**src/rtl/penalty_pkg.sv**
```systemverilog
// Shared types and helpers for the penalty shootout controller: result codes,
// FSM state encodings, field widths and saturating increments.
package penalty_pkg;

   localparam int SCORE_W = 3;
   localparam int KICK_W  = 4;

   typedef enum logic [1:0] {
      NONE       = 2'd0,
      PLAYER_WIN = 2'd1,
      ENEMY_WIN  = 2'd2,
      DRAW       = 2'd3
   } result_t;

   typedef logic [2:0] state_t;

   localparam state_t ST_IDLE        = 3'd0;
   localparam state_t ST_PLAYER_TURN = 3'd1;
   localparam state_t ST_ENEMY_TURN  = 3'd2;
   localparam state_t ST_CHECK       = 3'd3;
   localparam state_t ST_DONE        = 3'd4;

   localparam logic [SCORE_W-1:0] SCORE_MAX = '1;
   localparam logic [KICK_W-1:0]  KICK_MAX  = '1;

   function automatic logic [SCORE_W-1:0] sat_inc_score(input logic [SCORE_W-1:0] v);
      return (v == SCORE_MAX) ? v : v + 3'd1;
   endfunction

   function automatic logic [KICK_W-1:0] sat_inc_kick(input logic [KICK_W-1:0] v);
      return (v == KICK_MAX) ? v : v + 4'd1;
   endfunction

endpackage

```
**src/rtl/penalty_score_ctrl_if.sv**
```systemverilog
// Shot-event inputs and score/result outputs of the shootout controller.
// master = kick resolver / overlay side, slave = the controller.
interface penalty_score_ctrl_if;
   import penalty_pkg::*;

   logic                start;
   logic                shot_valid;
   logic                shot_goal;
   logic [SCORE_W-1:0]  score_player;
   logic [SCORE_W-1:0]  score_enemy;
   logic                turn;
   logic [KICK_W-1:0]   kick_round;
   logic                score_changed;
   logic                game_over;
   result_t             result;

   modport master (
      output start, shot_valid, shot_goal,
      input  score_player, score_enemy, turn, kick_round,
             score_changed, game_over, result
   );

   modport slave (
      input  start, shot_valid, shot_goal,
      output score_player, score_enemy, turn, kick_round,
             score_changed, game_over, result
   );

endinterface

```
**src/rtl/penalty_decide.sv**
```systemverilog
// Combinational match decision: maps scores and kick counts to a result.
// Regulation uses "can the trailing side still catch up"; sudden death compares pairs.
module penalty_decide
   import penalty_pkg::*;
#(
   parameter int MAX_KICKS = 5
) (
   input  logic [SCORE_W-1:0] sp,
   input  logic [SCORE_W-1:0] se,
   input  logic [KICK_W-1:0]  p_kicks,
   input  logic [KICK_W-1:0]  e_kicks,
   input  logic               sudden,
   input  logic               enemy_kicked,
   output result_t            decision
);

   localparam logic [KICK_W-1:0] MAX_K = KICK_W'(MAX_KICKS);

   logic [KICK_W-1:0] sp_w;
   logic [KICK_W-1:0] se_w;

   assign sp_w = {1'b0, sp};
   assign se_w = {1'b0, se};

   always_comb begin
      decision = NONE;
      if (sudden && (p_kicks > MAX_K)) begin
         // Only a completed pair can decide; a tie at the score ceiling is final.
         if (enemy_kicked) begin
            if (sp_w > se_w)
               decision = PLAYER_WIN;
            else if (se_w > sp_w)
               decision = ENEMY_WIN;
            else if (sp == SCORE_MAX)
               decision = DRAW;
         end
      end else begin
         if (sp_w > se_w + (MAX_K - e_kicks))
            decision = PLAYER_WIN;
         else if (se_w > sp_w + (MAX_K - p_kicks))
            decision = ENEMY_WIN;
         else if ((p_kicks == MAX_K) && (e_kicks == MAX_K) && !sudden)
            decision = DRAW;
      end
   end

endmodule

```
**src/rtl/penalty_score_ctrl.sv**
```systemverilog
// Penalty shootout sequencer and score registers.
// Optional sudden death after a regulation tie: define PENALTY_SUDDEN_DEATH_EN.
module penalty_score_ctrl
   import penalty_pkg::*;
#(
   parameter int MAX_KICKS = 5
) (
   input  logic                 clk,
   input  logic                 rst,
   penalty_score_ctrl_if.slave  bus
);

`ifdef PENALTY_SUDDEN_DEATH_EN
   localparam logic SUDDEN = 1'b1;
`else
   localparam logic SUDDEN = 1'b0;
`endif

   state_t              state_reg;
   logic [SCORE_W-1:0]  score_player_reg;
   logic [SCORE_W-1:0]  score_enemy_reg;
   logic [KICK_W-1:0]   p_kicks_reg;
   logic [KICK_W-1:0]   e_kicks_reg;
   logic [KICK_W-1:0]   kick_round_reg;
   logic                turn_reg;
   logic                score_changed_reg;
   logic                game_over_reg;
   result_t             result_reg;
   result_t             decision;

   // In CHECK the turn has already flipped, so turn==0 means the enemy just kicked.
   penalty_decide #(
      .MAX_KICKS (MAX_KICKS)
   ) u_decide (
      .sp           (score_player_reg),
      .se           (score_enemy_reg),
      .p_kicks      (p_kicks_reg),
      .e_kicks      (e_kicks_reg),
      .sudden       (SUDDEN),
      .enemy_kicked (~turn_reg),
      .decision     (decision)
   );

   always_ff @(posedge clk) begin
      if (rst) begin
         state_reg         <= ST_IDLE;
         score_player_reg  <= '0;
         score_enemy_reg   <= '0;
         p_kicks_reg       <= '0;
         e_kicks_reg       <= '0;
         kick_round_reg    <= '0;
         turn_reg          <= 1'b0;
         score_changed_reg <= 1'b0;
         game_over_reg     <= 1'b0;
         result_reg        <= NONE;
      end else if (bus.start) begin
         state_reg         <= ST_PLAYER_TURN;
         score_player_reg  <= '0;
         score_enemy_reg   <= '0;
         p_kicks_reg       <= '0;
         e_kicks_reg       <= '0;
         kick_round_reg    <= 4'd1;
         turn_reg          <= 1'b0;
         score_changed_reg <= 1'b0;
         game_over_reg     <= 1'b0;
         result_reg        <= NONE;
      end else begin
         score_changed_reg <= 1'b0;
         case (state_reg)
            ST_PLAYER_TURN: begin
               if (bus.shot_valid) begin
                  p_kicks_reg <= sat_inc_kick(p_kicks_reg);
                  if (bus.shot_goal) begin
                     score_player_reg  <= sat_inc_score(score_player_reg);
                     score_changed_reg <= (score_player_reg != SCORE_MAX);
                  end
                  turn_reg  <= 1'b1;
                  state_reg <= ST_CHECK;
               end
            end
            ST_ENEMY_TURN: begin
               if (bus.shot_valid) begin
                  e_kicks_reg <= sat_inc_kick(e_kicks_reg);
                  if (bus.shot_goal) begin
                     score_enemy_reg   <= sat_inc_score(score_enemy_reg);
                     score_changed_reg <= (score_enemy_reg != SCORE_MAX);
                  end
                  turn_reg  <= 1'b0;
                  state_reg <= ST_CHECK;
               end
            end
            ST_CHECK: begin
               if (decision != NONE) begin
                  result_reg    <= decision;
                  game_over_reg <= 1'b1;
                  state_reg     <= ST_DONE;
               end else if (!turn_reg) begin
                  kick_round_reg <= sat_inc_kick(kick_round_reg);
                  state_reg      <= ST_PLAYER_TURN;
               end else begin
                  state_reg <= ST_ENEMY_TURN;
               end
            end
            ST_DONE:  state_reg <= ST_DONE;
            default:  state_reg <= ST_IDLE;
         endcase
      end
   end

   assign bus.score_player  = score_player_reg;
   assign bus.score_enemy   = score_enemy_reg;
   assign bus.turn          = turn_reg;
   assign bus.kick_round    = kick_round_reg;
   assign bus.score_changed = score_changed_reg;
   assign bus.game_over     = game_over_reg;
   assign bus.result        = result_reg;

endmodule

```
**src/flat_wrapper.sv**
```systemverilog
// flat-port wrapper written by rule: the top's interface ports become plain ports
module penalty_score_ctrl_flat import penalty_pkg::*;
#(
   parameter int MAX_KICKS = 5
)
  (clk, rst, bus_start, bus_shot_valid, bus_shot_goal, bus_score_player, bus_score_enemy, bus_turn, bus_kick_round, bus_score_changed, bus_game_over, bus_result);
  penalty_score_ctrl_if bus_i ();
  input  logic clk;
  input  logic rst;
  input wire logic [$bits(bus_i.start)-1:0] bus_start;
  input wire logic [$bits(bus_i.shot_valid)-1:0] bus_shot_valid;
  input wire logic [$bits(bus_i.shot_goal)-1:0] bus_shot_goal;
  output wire logic [$bits(bus_i.score_player)-1:0] bus_score_player;
  output wire logic [$bits(bus_i.score_enemy)-1:0] bus_score_enemy;
  output wire logic [$bits(bus_i.turn)-1:0] bus_turn;
  output wire logic [$bits(bus_i.kick_round)-1:0] bus_kick_round;
  output wire logic [$bits(bus_i.score_changed)-1:0] bus_score_changed;
  output wire logic [$bits(bus_i.game_over)-1:0] bus_game_over;
  output wire logic [$bits(bus_i.result)-1:0] bus_result;
  assign bus_i.start = bus_start;
  assign bus_i.shot_valid = bus_shot_valid;
  assign bus_i.shot_goal = bus_shot_goal;
  assign bus_score_player = bus_i.score_player;
  assign bus_score_enemy = bus_i.score_enemy;
  assign bus_turn = bus_i.turn;
  assign bus_kick_round = bus_i.kick_round;
  assign bus_score_changed = bus_i.score_changed;
  assign bus_game_over = bus_i.game_over;
  assign bus_result = bus_i.result;
  penalty_score_ctrl #(.MAX_KICKS(MAX_KICKS)) u_core (.clk(clk), .rst(rst), .bus(bus_i));
endmodule
```
**config.mk**
```make
export PLATFORM = sky130hd
export DESIGN_NAME = penalty_score_ctrl_flat
export DESIGN_NICKNAME = d
export VERILOG_FILES = /design/src/rtl/penalty_pkg.sv /design/src/rtl/penalty_score_ctrl_if.sv /design/src/rtl/penalty_decide.sv /design/src/rtl/penalty_score_ctrl.sv /design/src/flat_wrapper.sv
export SDC_FILE = /design/constraint.sdc
export NUM_CORES = 1
export LEC_CHECK = 0
export BUFFER_PORTS_ARGS = -buffer_cell sky130_fd_sc_hd__buf_2
export CAP_MARGIN = 0
export CELL_PAD_IN_SITES_DETAIL_PLACEMENT = 0
export CELL_PAD_IN_SITES_GLOBAL_PLACEMENT = 2
export CORE_UTILIZATION = 35
export DETAILED_ROUTE_END_ITERATION = 8
export PLACE_DENSITY = 0.83
export SLEW_MARGIN = 20
export SYNTH_ARGS = -nofsm -noshare
export SYNTH_HDL_FRONTEND = slang
export SYNTH_SLANG_ARGS = --single-unit
```
**constraint.sdc**
```tcl
create_clock -name clk -period 3.6 [get_ports clk]
set_input_delay 0.72 -clock clk [delete_from_list [all_inputs] [get_ports clk]]
set_output_delay 0.72 -clock clk [all_outputs]
set_load 0.05 [all_outputs]
```
==> results of run 1 <==
## cell families (layout without fill, tap and decap cells)
logic type / count (synthesis) / in the layout
compound gates: 31 / 31
xor+xnor: 13 / 13
fa+ha+maj: 25 / 25
buf+inv: 32 / 50
flops: 26 / 26
mux: 4 / 4
simple gates: 56 / 56
## critical path, cell delays in order (launching register included)
cell and delay [ns]:
dfxtp_1 0.44, inv_1 0.08, ha_1 0.28, inv_1 0.04, ha_1 0.20, fa_1 0.48
inv_1 0.04, ha_1 0.27, o21ai_0 0.27, nor3_2 0.11, nor4_4 0.43, a21oi_1 0.13
a31o_1 0.20
## cells in the mapped netlist
cell type and n:
a31o_1 1, a211oi_2 1, dfxtp_1 26, a31oi_1 2
nor4_4 1, a311oi_1 3, nand3b_1 1, inv_1 26
nand2_1 11, o21ai_0 7, and3_1 2, clkbuf_1 5
or2_2 1, a211oi_1 3, or3_1 2, a221oi_1 1
mux2i_1 4, nand2b_2 1, nor2_2 1, nor3_2 2
inv_2 1, ha_1 23, a21oi_1 10, nand3_1 6
or4b_1 1, nand2b_1 3, nor3_1 3, nor4_2 1
a21o_2 1, nor2_1 17, nand4_1 2, xor2_1 4
a41oi_1 1, o21bai_1 1, fa_1 2, nor3b_2 1
xnor2_1 9
## layer usage
metal	global-route usage (%)	share of wire [%]	vias to the layer above
met2	27.1	49	21
met4	4.44	1.0	0
met5	0	0	-
met3	2.45	3.0	4
met1	18.8	47	627
li1	-	-	669
## how the worst min path moves through the flow
| stage | from | end | slack (ns) | cells after the start |
|---|---|---|---|---|
| finish | u_core.bus.game_over$_SDFFE_PP0P_ | u_core.bus.game_over$_SDFFE_PP0P_ | 0.45 | 2 |
| CTS | u_core.bus.game_over$_SDFFE_PP0P_ | u_core.bus.game_over$_SDFFE_PP0P_ | 0.46 | 2 |
| detailed placement | u_core.bus.game_over$_SDFFE_PP0P_ | u_core.bus.game_over$_SDFFE_PP0P_ | 0.44 | 2 |
| global route | u_core.bus.game_over$_SDFFE_PP0P_ | u_core.bus.game_over$_SDFFE_PP0P_ | 0.47 | 2 |
| global placement | u_core.bus.game_over$_SDFFE_PP0P_ | u_core.bus.game_over$_SDFFE_PP0P_ | 0.44 | 2 |
| floorplan | u_core.state_reg[1]$_SDFFE_PP0P_ | u_core.state_reg[1]$_SDFFE_PP0P_ | 0.50 | 1 |
## area by class of cell
type	count	area [µm²]
clock buffers	4	55.1
flip-flops and latches	26	520
fillers	461	2580
repair buffers	19	95.1
multi-input cells	129	995
well taps	52	65.1
inverters	27	101
## through the flow
stage	cells	utilization (%)	hold slack, ns	power (W)
3_3_place_gp	253	40.2	0.437	0.000348
6_report	257	41.5	0.449	0.000534
4_1_cts	257	41.5	0.456	0.000543
3_5_place_dp	253	40.2	0.442	0.000350
5_1_grt	257	41.5	0.471	0.000560
2_1_floorplan	187	-	0.502	0.000335
## power groups by stage
stage | clock network (W) | logic [W] | registers (W)
floorplan | 0 | 0.0000271 | 0.000308
global placement | 0 | 0.0000445 | 0.000304
detailed placement | 0 | 0.0000457 | 0.000304
CTS | 0.000200 | 0.0000458 | 0.000297
global route | 0.000212 | 0.0000503 | 0.000298
finish | 0.000192 | 0.0000451 | 0.000297
==> impl_metrics.py, run 1 <==
metrics = {
    "grt": {
        "grt_max_degree": 24,
        "antenna_found_initial": 0,
        "first_global_vias": 1299,
        "grt_pass1_wl_mm": 6.06,
        "grt.overflow.total": 0,
        "grt_use_total_pct": 15.3,
    },
    "layout": {
        "num_antenna_cells": 0,
        "drive_gt1_share_pct": 16.6,
        "syn2layout_area_growth_pct": 12.0,
        "fin_nets": 236,
        "mostFrequentLayoutCells": "inv_1 (26), dfxtp_1 (26), ha_1 (23)",
        "fin_area_mm2": 0.00183,
    },
    "sta": {
        "tightestPinTransition_ns": 0.661,
        "hold_violations": 0,
        "fmax_mhz": 324,
        "relSlewSlack_pct": 55.6,
        "setup-violations-final": 0,
        "grt_setup_unrepaired": "false",
        "fin_worst_skew_ns": 0.00688,
        "post-route-period-util_pct": 85.7,
        "post-route-min-period_ns": 3.09,
        "finalMaxSlewViolations": 0,
        "tns_ns": 0,
        "setup_slack_ns": 0.515,
    },
    "power_and_ir_drop": {
        "p_int_w": 0.000404,
        "clkPwrFrac_pct": 35.9,
        "p_sw_share_pct": 24.3,
        "p_per_area_mw_per_mm2": 292,
        "ir_worst_vdd_mv": 0.119,
        "p_sw_w": 0.000130,
        "p_leak_nw": 0.819,
        "p_seq_share_pct": 55.6,
        "combPwrFrac_pct": 8.4,
    },
    "synthesis": {
        "postSynthCellCount": 187,
        "yosys-top-cells-area": "dfxtp_1 (32%), ha_1 (18%), inv_1 (6.0%)",
        "synth-adder-area-share_pct": 20.0,
        "yosysWarningCount": 0,
        "synth.cell_area_mm2": 0.00164,
        "synth_xor_area_share_pct": 6.96,
        "syn_area_per_cell_um2": 8.75,
        "yosysTopAreaCell": "dfxtp_1",
        "netlist.area_leader.share_pct": 31.8,
        "synth_fp_nets": 217,
        "synthMuxAreaShare_pct": 2.45,
        "synth_top_family_by_area": "adder cells",
        "ys_seq_area_share_pct": 31.8,
        "synth-simple-area-share_pct": 19.1,
        "ys_ff_latch": 26,
        "yosysUniqueCellTypes": 37,
        "synth_compound_area_share_pct": 12.3,
    },
    "floorplanning": {
        "rows": 24,
        "start_util_pct": 37.0,
        "io_pins": 20,
        "coreArea_mm2": 0.00441,
        "die-area_mm2": 0.00495,
        "die_x_um": 70.4,
        "die_y_um": 70.4,
    },
    "clock_tree": {
        "post-cts-setup-buffer-count": 0,
        "cts_tree": "built",
        "numCtsBuffers": 3,
        "htree_levels": 1,
        "cts.hold.buffers_added": 0,
        "cts.sinks": 26,
        "cts_root_buffer": "clkbuf_8",
        "cts_resized": 0,
        "path_clk_slew_ns": 0.10,
        "clkLatencyLatePin_ns": 0.27,
        "clock_path_buffers": 2,
    },
    "detailed_routing": {
        "ant_nets": 0,
        "drt_drc_violations_left": 0,
        "first_pass_iters": 4,
        "routed_via_density": 5.14,
        "drt_iter0_markers": 41,
        "finalWirelength_mm": 3.49,
        "via_count": 1321,
        "detail_route.wl_per_cell_um": 13.6,
    },
    "hold_path": {
        "hold_class": "reg2reg",
    },
    "placement": {
        "gp_congestion": 0.819,
        "place_area_mm2": 0.00178,
        "numPortBuffers": 19,
        "dpl_worst_slack_ns": 0.500,
        "dpl.hpwl_mm": 2.66,
    },
    "critical_path": {
        "cp-start-kind": "flip-flop",
        "required_ns": 3.77,
        "r2r_setup_slack_ns": 0.51,
        "startpoint": "u_core.bus.score_enemy[1]$_SDFFE_PP0P_",
        "crit_path_end": "u_core.bus.kick_round[2]$_SDFFE_PP0P_",
        "end_kind": "flip-flop",
        "r2r_cells": 12,
        "cp_max_fo": 7,
        "r2r-start": "u_core.bus.score_enemy[1]$_SDFFE_PP0P_",
        "worstSetupPathType": "reg2reg",
        "worstPathArrival_ns": 3.25,
        "timing.rr.end": "u_core.bus.kick_round[2]$_SDFFE_PP0P_",
    },
    "status": {
        "status": "finished clean",
    },
    "flow_run": {
        "maxCapViolations": 0,
    },
}
No activity file was read; power rests on OpenSTA's default activity.
==> run 2: changes to the inputs <==
--- a/config.mk
+++ b/config.mk
@@ -12,6 +12,7 @@
 export CORE_UTILIZATION = 35
 export DETAILED_ROUTE_END_ITERATION = 8
 export PLACE_DENSITY = 0.83
+export SKIP_LAST_GASP = 1
 export SLEW_MARGIN = 20
 export SYNTH_ARGS = -nofsm -noshare
 export SYNTH_HDL_FRONTEND = slang
==> constraint.sdc (replaced) <==
create_clock -name clk -period 3 [get_ports clk]
set_input_delay 0.6 -clock clk [delete_from_list [all_inputs] [get_ports clk]]
set_output_delay 0.6 -clock clk [all_outputs]
set_load 0.05 [all_outputs]
==> run 2 against run 1 <==
Register-to-register slack got worse by 0.30 ns; cell count is 1.6% higher; utilization grew 1.1 points; die area is the same; largest power group unchanged.
==> impl_metrics.py, run 2 (synthesis results as in run 1) <==
metrics = {
    "floorplanning": {
        "coreArea_mm2": 0.00441,
        "io_pins": 20,
        "die_x_um": 70.4,
        "die_y_um": 70.4,
        "rows": 24,
        "start_util_pct": 37.0,
        "die-area_mm2": 0.00495,
    },
    "sta": {
        "post-route-period-util_pct": 92.9,
        "fin_worst_skew_ns": 0.00943,
        "tightestPinTransition_ns": 0.726,
        "tns_ns": 0,
        "holdWs_ns": 0.450,
        "setup-violations-final": 0,
        "relSlewSlack_pct": 51.3,
        "grt_setup_unrepaired": "false",
        "hold_violations": 0,
        "post-route-min-period_ns": 2.79,
        "setup_slack_ns": 0.213,
        "finalMaxSlewViolations": 0,
        "fmax_mhz": 359,
    },
    "hold_path": {
        "hold_start": "u_core.bus.game_over$_SDFFE_PP0P_",
        "hold_class": "reg2reg",
        "min_path_cells": 2,
    },
    "layout": {
        "syn2layout_area_growth_pct": 15.1,
        "mostFrequentLayoutCells": "inv_1 (26), ha_1 (23), dfxtp_1 (23)",
        "fin_nets": 240,
        "drive_gt1_share_pct": 19.6,
        "fin_area_mm2": 0.00188,
        "num_antenna_cells": 0,
        "final_common_cell": "inv_1",
    },
    "status": {
        "status": "finished clean",
    },
    "power_and_ir_drop": {
        "p_int_w": 0.000547,
        "ir_worst_vdd_mv": 0.282,
        "power_w": 0.000702,
        "p_leak_nw": 0.848,
        "clkPwrFrac_pct": 41.4,
        "combPwrFrac_pct": 7.9,
        "p_sw_w": 0.000155,
        "p_seq_share_pct": 50.7,
        "p_sw_share_pct": 22.0,
        "p_per_area_mw_per_mm2": 373,
    },
    "detailed_routing": {
        "routed_via_density": 5.15,
        "drt_iter0_markers": 42,
        "drt_drc_violations_left": 0,
        "via_count": 1343,
        "ant_nets": 0,
        "finalWirelength_mm": 3.64,
        "detail_route.wl_per_cell_um": 13.9,
        "first_pass_iters": 4,
    },
    "grt": {
        "antenna_found_initial": 0,
        "grt.overflow.total": 0,
        "grt_max_degree": 24,
        "grt_pass1_wl_mm": 6.31,
        "first_global_vias": 1332,
        "grt_use_total_pct": 15.7,
    },
    "clock_tree": {
        "numCtsBuffers": 3,
        "clkLatencyLatePin_ns": 0.27,
        "cts_tree": "built",
        "cts_root_buffer": "clkbuf_8",
        "htree_levels": 1,
        "cts.hold.buffers_added": 0,
        "cts.sinks": 26,
        "path_clk_slew_ns": 0.10,
        "clock_path_buffers": 2,
    },
    "flow_run": {
        "maxCapViolations": 0,
    },
    "placement": {
        "dpl_worst_slack_ns": 0.0661,
        "place_area_mm2": 0.00181,
        "numPortBuffers": 19,
        "gp_congestion": 0.826,
        "dpl.hpwl_mm": 2.83,
    },
    "critical_path": {
        "worstPathArrival_ns": 2.96,
        "r2r-start": "u_core.p_kicks_reg[1]$_SDFFE_PP0P_",
        "startpoint": "u_core.p_kicks_reg[1]$_SDFFE_PP0P_",
        "cp_max_fo": 7,
        "required_ns": 3.18,
        "r2r_cells": 12,
        "cp-start-kind": "flip-flop",
        "worstSetupPathType": "reg2reg",
        "end_kind": "flip-flop",
    },
}
==> run 2: power groups by stage <==
| stage | logic, W | registers (W) | clock network [W] |
|---|---|---|---|
| global placement | 0.0000545 | 0.000364 | 0 |
| finish | 0.0000558 | 0.000356 | 0.000290 |
| floorplan | 0.0000325 | 0.000370 | 0 |
| global route | 0.0000632 | 0.000357 | 0.000320 |
| detailed placement | 0.0000560 | 0.000364 | 0 |
| CTS | 0.0000562 | 0.000356 | 0.000300 |
==> run 2: per-layer routing <==
layer / wire (µm) / vias up / track usage, %
met5: 0 / - / 0
met4: 34 / 0 / 4.00
met3: 123 / 4 / 2.16
met2: 1720 / 27 / 26.3
met1: 1760 / 631 / 21.1
li1: - / 681 / -
==> run 2: cell type report <==
class / instances / area [µm²]
Fill cell: 443 / 2530
Multi-Input combinational cell: 129 / 995
Sequential cell: 26 / 524
Timing Repair Buffer: 23 / 125
Inverter: 27 / 101
Tap cell: 52 / 65.1
Clock buffer: 3 / 41.3
Clock inverter: 1 / 30.0
==> run 2: final timing paths <==
kind                                            to  slack [ns]
max reg2reg  u_core.bus.kick_round[2]$_SDFFE_PP0P_        0.21
min reg2reg      u_core.bus.game_over$_SDFFE_PP0P_        0.45
max          u_core.bus.kick_round[2]$_SDFFE_PP0P_        0.21
min              u_core.bus.game_over$_SDFFE_PP0P_        0.45
==> run 2: per-stage QoR <==
stage          utilization [%]  instances
2_1_floorplan                -        187
3_3_place_gp              41.0        257
3_5_place_dp              41.0        257
4_1_cts                   42.6        261
5_1_grt                   42.6        261
6_report                  42.6        261
==> run 2: worst max-delay path: stages, from the launching register on <==
cell and delay [ns]:
dfxtp_1 0.37, ha_1 0.29, inv_1 0.04, ha_1 0.20
fa_1 0.48, inv_1 0.04, ha_1 0.28, nand3_1 0.08
o21ai_1 0.09, nor3_2 0.10, nor4_4 0.39, a21oi_1 0.13
a31o_1 0.20
==> run 2: repair_timing <==
action,in CTS,in global routing
gates resized for setup,0,2
buffers inserted,0,0
hold endpoints to repair,0,0
setup endpoints to repair,0,5
